[config.mk]
export PLATFORM = sky130hd
export DESIGN_NAME = fp8_normalizador
export DESIGN_NICKNAME = d
export VERILOG_FILES = /design/src/rtl/fp8_normalizador.sv
export SDC_FILE = /design/constraint.sdc
export NUM_CORES = 1
export LEC_CHECK = 0
export ABC_AREA = 0
export BUFFER_PORTS_ARGS = -buffer_cell sky130_fd_sc_hd__buf_4
export CAP_MARGIN = 20
export CELL_PAD_IN_SITES_DETAIL_PLACEMENT = 0
export CELL_PAD_IN_SITES_GLOBAL_PLACEMENT = 1
export CORE_AREA = 2 2 60 62
export CTS_CLUSTER_DIAMETER = 200
export CTS_CLUSTER_SIZE = 25
export DETAILED_ROUTE_END_ITERATION = 10
export DIE_AREA = 0 0 62 64
export PLACE_DENSITY = 0.91
export SYNTH_ARGS = -nofsm -noshare
export SYNTH_HDL_FRONTEND = slang
export SYNTH_SLANG_ARGS = --single-unit
[constraint.sdc]
create_clock -name i_clk -period 4.79 [get_ports i_clk]
set_clock_uncertainty 0.1 [all_clocks]
set_input_delay 0.479 -clock i_clk [delete_from_list [all_inputs] [get_ports i_clk]]
set_output_delay 0.479 -clock i_clk [all_outputs]
set_load 0.01 [all_outputs]
[src/rtl/fp8_normalizador.sv]
// fp8_normalizador
// Normalise / round-to-nearest-even / saturate / pack stage of the 8-bit
// floating-point multiplier (1 sign, 4-bit exponent with bias 7, 3-bit
// mantissa with hidden 1). Two-stage elastic pipeline with valid/ready on
// both sides.
//
// Ports:
//   i_clk        clock, all state changes on rising edge
//   i_rst_n      synchronous active-low reset
//   i_valid      upstream presents an operand set
//   o_ready      operand set accepted this cycle (when i_valid is high)
//   i_producto   unsigned significand product, 64..225
//   i_exponente  signed exponent sum already corrected for bias, -7..23
//   i_signo      sign of the result
//   i_cero       one operand is zero; forces a signed zero result
//   o_valid      o_resultado and flags are valid
//   i_ready      downstream accepts the output
//   o_resultado  {sign, exp[3:0], mant[2:0]}
//   o_overflow   result saturated high (qualified by o_valid)
//   o_underflow  result flushed to zero (qualified by o_valid)
module fp8_normalizador (
    input  logic       i_clk,
    input  logic       i_rst_n,
    input  logic       i_valid,
    output logic       o_ready,
    input  logic [7:0] i_producto,
    input  logic [5:0] i_exponente,
    input  logic       i_signo,
    input  logic       i_cero,
    output logic       o_valid,
    input  logic       i_ready,
    output logic [7:0] o_resultado,
    output logic       o_overflow,
    output logic       o_underflow
);

    // Stage 1 holding register (normalised, not yet rounded)
    logic              s1_valid_r;
    logic [2:0]        s1_mant_r;
    logic              s1_g_r;
    logic              s1_s_r;
    logic signed [6:0] s1_exp_r;
    logic              s1_sign_r;
    logic              s1_cero_r;

    // Stage 2 holding register (final packed word)
    logic              s2_valid_r;
    logic [7:0]        s2_res_r;
    logic              s2_ov_r;
    logic              s2_un_r;

    // Handshake control
    logic              s2_free_s;
    logic              s1_free_s;
    logic              s1_load_s;
    logic              s2_load_s;

    // Normalise datapath
    logic [2:0]        n_mant_s;
    logic              n_g_s;
    logic              n_s_s;
    logic signed [6:0] n_exp_s;

    // Round / saturate datapath
    logic              rnd_s;
    logic [3:0]        mant_sum_s;
    logic signed [6:0] exp_f_s;
    logic [7:0]        res_s;
    logic              ov_s;
    logic              un_s;

    // A stage may load when empty or when the stage ahead of it frees now.
    // o_ready depends on i_ready and the stage valid bits only.
    assign s2_free_s = !s2_valid_r || i_ready;
    assign s1_free_s = !s1_valid_r || s2_free_s;
    assign s1_load_s = i_valid && s1_free_s;
    assign s2_load_s = s1_valid_r && s2_free_s;
    assign o_ready   = s1_free_s;

    // Normalise: pick mantissa, guard and sticky depending on product MSB
    always_comb begin
        n_mant_s = 3'b000;
        n_g_s    = 1'b0;
        n_s_s    = 1'b0;
        n_exp_s  = {i_exponente[5], i_exponente};
        if (i_producto[7]) begin
            n_mant_s = i_producto[6:4];
            n_g_s    = i_producto[3];
            n_s_s    = |i_producto[2:0];
            n_exp_s  = {i_exponente[5], i_exponente} + 7'sd1;
        end else begin
            n_mant_s = i_producto[5:3];
            n_g_s    = i_producto[2];
            n_s_s    = |i_producto[1:0];
            n_exp_s  = {i_exponente[5], i_exponente};
        end
    end

    // Round to nearest even, fold mantissa carry into exponent, saturate, pack
    always_comb begin
        rnd_s      = s1_g_r && (s1_s_r || s1_mant_r[0]);
        mant_sum_s = {1'b0, s1_mant_r} + {3'b000, rnd_s};
        // mant_sum_s[3] is the 111+1 carry; the low three bits are then 000
        exp_f_s    = s1_exp_r + $signed({6'b000000, mant_sum_s[3]});
        res_s      = 8'h00;
        ov_s       = 1'b0;
        un_s       = 1'b0;
        if (s1_cero_r) begin
            res_s = {s1_sign_r, 7'b0000000};
            ov_s  = 1'b0;
            un_s  = 1'b0;
        end else if (exp_f_s >= 7'sd15) begin
            res_s = {s1_sign_r, 4'hF, 3'b000};
            ov_s  = 1'b1;
            un_s  = 1'b0;
        end else if (exp_f_s <= 7'sd0) begin
            res_s = {s1_sign_r, 7'b0000000};
            ov_s  = 1'b0;
            un_s  = 1'b1;
        end else begin
            res_s = {s1_sign_r, exp_f_s[3:0], mant_sum_s[2:0]};
            ov_s  = 1'b0;
            un_s  = 1'b0;
        end
    end

    // Stage 1 register: valid bit follows the input when the stage can load
    always_ff @(posedge i_clk) begin
        if (!i_rst_n) begin
            s1_valid_r <= 1'b0;
            s1_mant_r  <= 3'b000;
            s1_g_r     <= 1'b0;
            s1_s_r     <= 1'b0;
            s1_exp_r   <= 7'sd0;
            s1_sign_r  <= 1'b0;
            s1_cero_r  <= 1'b0;
        end else begin
            if (s1_free_s) begin
                s1_valid_r <= i_valid;
            end
            if (s1_load_s) begin
                s1_mant_r <= n_mant_s;
                s1_g_r    <= n_g_s;
                s1_s_r    <= n_s_s;
                s1_exp_r  <= n_exp_s;
                s1_sign_r <= i_signo;
                s1_cero_r <= i_cero;
            end
        end
    end

    // Stage 2 register: output word and flags hold while stalled
    always_ff @(posedge i_clk) begin
        if (!i_rst_n) begin
            s2_valid_r <= 1'b0;
            s2_res_r   <= 8'h00;
            s2_ov_r    <= 1'b0;
            s2_un_r    <= 1'b0;
        end else begin
            if (s2_free_s) begin
                s2_valid_r <= s1_valid_r;
            end
            if (s2_load_s) begin
                s2_res_r <= res_s;
                s2_ov_r  <= ov_s;
                s2_un_r  <= un_s;
            end
        end
    end

    assign o_valid     = s2_valid_r;
    assign o_resultado = s2_res_r;
    assign o_overflow  = s2_ov_r;
    assign o_underflow = s2_un_r;

endmodule

==> results.py <==
metrics = {
    "logic_synthesis": {
        "synth_cells": 150,
        "synth_top_cell_area_share_pct": 38.2,
        "yosysTopAreaCell": "sky130_fd_sc_hd__dfxtp_1",
        "mappedNetlistNets": 175,
        "yosys_warnings": 0,
        "synthFlopType": "sky130_fd_sc_hd__dfxtp_1",
        "synth_async_sr_flop_share_pct": 0,
        "synthesized_area_mm2": 0.00136,
        "synth_edf_count": 0,
        "synthesis.area_per_instance_um2": 9.09,
        "ys_seq_elements": 26,
        "seq_total_area_yosys_pct": 38.2,
        "ys_types": 40,
        "synth_area_leaders": "sky130_fd_sc_hd__dfxtp_1, sky130_fd_sc_hd__a211oi_1, sky130_fd_sc_hd__mux2i_1, sky130_fd_sc_hd__nor2_1, sky130_fd_sc_hd__ha_1",
    },
    "sta": {
        "worst_slew_pin_slew_ps": 657,
        "final_max_slew_viol_count": 0,
        "final-setup-viol-count": 0,
        "hold_violation_count_in_the_final_report": 0,
        "setup_tns_ps": 0,
        "achievable-frequency_mhz": 349,
        "fin_crit_sh_pct": 59.9,
        "finalWorstPathRequiredPeriod_ps": 2870,
        "timing.slew.headroom_pct": 56.2,
        "rsz0062_at_grt": "false",
    },
    "placed_design": {
        "port_buffers": 31,
        "place.detailed.hpwl_um": 2220,
        "post_dp_cell_area_mm2": 0.00162,
        "finalWeightedCongestion": 0.775,
    },
    "clock_network": {
        "cts_buffer_depth": 2,
        "cts_tree": "yes",
        "clock_root_buffer": "sky130_fd_sc_hd__clkbuf_4",
        "worst_skew_pair.late_latency_ps": 320,
        "quantity_of_gates_resized_following_cts": 0,
        "clk_pin_slew_ps": 140,
        "cts.sinks": 26,
        "cts.htree.levels": 1,
        "cts_inserted_buffers": 3,
        "ctsHoldBuffers": 0,
        "post-cts-setup-buffers": 0,
    },
    "grt": {
        "grt_busiest_layer": "met2",
        "largest_net_degree_at_the_start_of_global_routing": 26,
        "grt_overflow": 0,
        "antenna_found_initial": 0,
        "grt_usage_pct": 14.8,
        "gr-usage-met3_pct": 2.43,
        "use_met1_pct": 19.3,
        "grt_pass1_wl_um": 4560,
        "first_global_vias": 1085,
        "globalRouteMet2Util_pct": 24.1,
    },
    "power_and_ir_drop": {
        "leakagePower_nw": 0.725,
        "peakVddDrop_uv": 98.0,
        "power_density_mw_per_mm2": 282,
    },
    "finish": {
        "seqCellArea_um2": 520,
        "diodes": 0,
        "layout-drive-gt1-share_pct": 25.7,
        "nets": 205,
        "multiInputGateArea_um2": 790,
        "layout-area-overhead-vs-synth_pct": 23.7,
        "stdcell_area_mm2": 0.00169,
        "layout.filler_cells": 317,
    },
    "min_path": {
        "holdCritPathClass": "in2reg",
        "hold-path-cell-count": 3,
        "hold_start": "i_cero",
    },
    "drt": {
        "drt_pass1_iterations": 4,
        "routed-via-count": 1170,
        "post_detailed_route_wirelength_per_cell_um": 12.3,
        "detail_route.iter0.violations": 38,
        "via_per_inst": 5.20,
        "detail_route.drc_violations": 0,
        "antenna_violating_nets_post_route": 0,
        "postRouteWirelength_um": 2760,
    },
    "critical_path": {
        "worstSetupEndpointType": "flop",
        "cp_max_fo": 7,
        "timing_worst_setup_path_type": "reg2reg",
        "critPathLaunchType": "flop",
        "worst_r2r_path_depth": 9,
        "critPathRequiredTime_ps": 4930,
        "worstPathArrival_ps": 3010,
        "rr_startpoint": "s1_mant_r[0]",
        "critical_path.startpoint": "s1_mant_r[0]",
    },
    "floorplan": {
        "floorplan.initialDensity_pct": 41.5,
        "die-height_um": 64,
        "width_of_the_die_um": 62,
        "floorplan.die_area_mm2": 0.00397,
        "num_io_pins": 32,
        "std_cell_rows": 21,
        "design.core.area_mm2": 0.00328,
    },
    "run": {
        "maxCapViolCount": 0,
    },
    "status": {
        "outcome": "completed",
    },
}
per-stage QoR:
stage | util (%) | setup slack, ps | hold slack [ps] | instances | power, mW
3_3_place_gp | 49.3 | 2050 | 339 | 220 | 0.325
6_report | 51.4 | 1920 | 284 | 225 | 0.475
3_5_place_dp | 49.3 | 1940 | 347 | 220 | 0.328
2_1_floorplan | - | 2130 | 343 | 150 | 0.297
5_1_grt | 51.4 | 1790 | 297 | 225 | 0.497
4_1_cts | 50.9 | 1920 | 291 | 224 | 0.475
cell families after synthesis:
family,Yosys count,synth area share (%)
DFF,26,38.2
AOI/OAI and AO/OA,40,23.0
adders and majority gates,5,4.59
buffers and inverters,12,3.94
and+or+nand+nor,52,19.9
xor gates and xnor gates,7,4.50
muxes,8,5.87
synth_stat cells, drive strengths merged, types with 2 or more instances:
master  number
a211oi      13
and4         2
nand4        2
nand3        3
mux2i        8
clkbuf       5
xor2         3
xnor2        4
a21oi        6
ha           5
inv          5
buf          2
dfxtp       26
o41ai        3
or2          2
nor2        19
a311oi       2
o21ai        6
nand2       14
and3b        2
a21boi       3
layout by cell type, fill, tap and decap left out, types with 2 or more instances in the layout:
cell type	count
sky130_fd_sc_hd__buf_4	31
sky130_fd_sc_hd__dfxtp_1	26
sky130_fd_sc_hd__nor2_1	19
sky130_fd_sc_hd__nand2_1	14
sky130_fd_sc_hd__a211oi_1	13
sky130_fd_sc_hd__mux2i_1	8
sky130_fd_sc_hd__o21ai_0	6
sky130_fd_sc_hd__a21oi_1	5
sky130_fd_sc_hd__ha_1	5
sky130_fd_sc_hd__inv_1	4
sky130_fd_sc_hd__xnor2_1	4
sky130_fd_sc_hd__o41ai_2	3
sky130_fd_sc_hd__nand3_1	3
sky130_fd_sc_hd__xor2_1	3
sky130_fd_sc_hd__clkbuf_4	3
sky130_fd_sc_hd__a21boi_0	2
sky130_fd_sc_hd__and3b_1	2
sky130_fd_sc_hd__or2_2	2
sky130_fd_sc_hd__and4_1	2
sky130_fd_sc_hd__nand4_1	2
sky130_fd_sc_hd__a311oi_1	2
where the power goes:
| part | internal [mW] | switching (mW) | total [mW] |
|---|---|---|---|
| registers | 0.230 | 0.0124 | 0.242 |
| clock network | 0.0847 | 0.0657 | 0.150 |
| logic | 0.0404 | 0.0421 | 0.0825 |
| total | 0.355 | 0.120 | 0.475 |
per-layer routing:
layer  wire length (µm)  part of all wire (%)
met3                124                   4.5
met2               1300                    47
met4                 34                   1.2
met1               1310                    47
met5                  0                     0
worst paths after layout:
path,end,slack (ps)
max,o_resultado[2],1920
min,s1_cero_r,280
max reg2reg,o_resultado[2],1920
min reg2reg,o_resultado[4],370
registers in the layout, summed over array words and instances, names as in the netlist:
register     count
o_resultado      8
s1_exp_r         7
s1_mant_r        3
o_overflow       1
o_underflow      1
o_valid          1
s1_cero_r        1
s1_g_r           1
s1_s_r           1
s1_sign_r        1
s1_valid_r       1
final cells by class:
cell class                 instances  share of cell area [%]
inverter                           5                    1.11
tap                               46                    3.41
clock buffer                       3                    1.34
multi-input combinational        112                    46.8
sequential                        26                    30.9
timing repair buffer              32                    14.7
clock inverter                     1                    1.78
critical path, stage by stage, from the launching register on:
cell and delay [ps]:
sky130_fd_sc_hd__dfxtp_1 360, sky130_fd_sc_hd__o21a_1 190, sky130_fd_sc_hd__ha_1 190, sky130_fd_sc_hd__and3_1 180, sky130_fd_sc_hd__ha_1 240, sky130_fd_sc_hd__ha_1 260, sky130_fd_sc_hd__and4_1 250, sky130_fd_sc_hd__and3b_1 190
sky130_fd_sc_hd__or3b_1 480, sky130_fd_sc_hd__o41ai_2 350
Power figures use the tool's default switching activity.
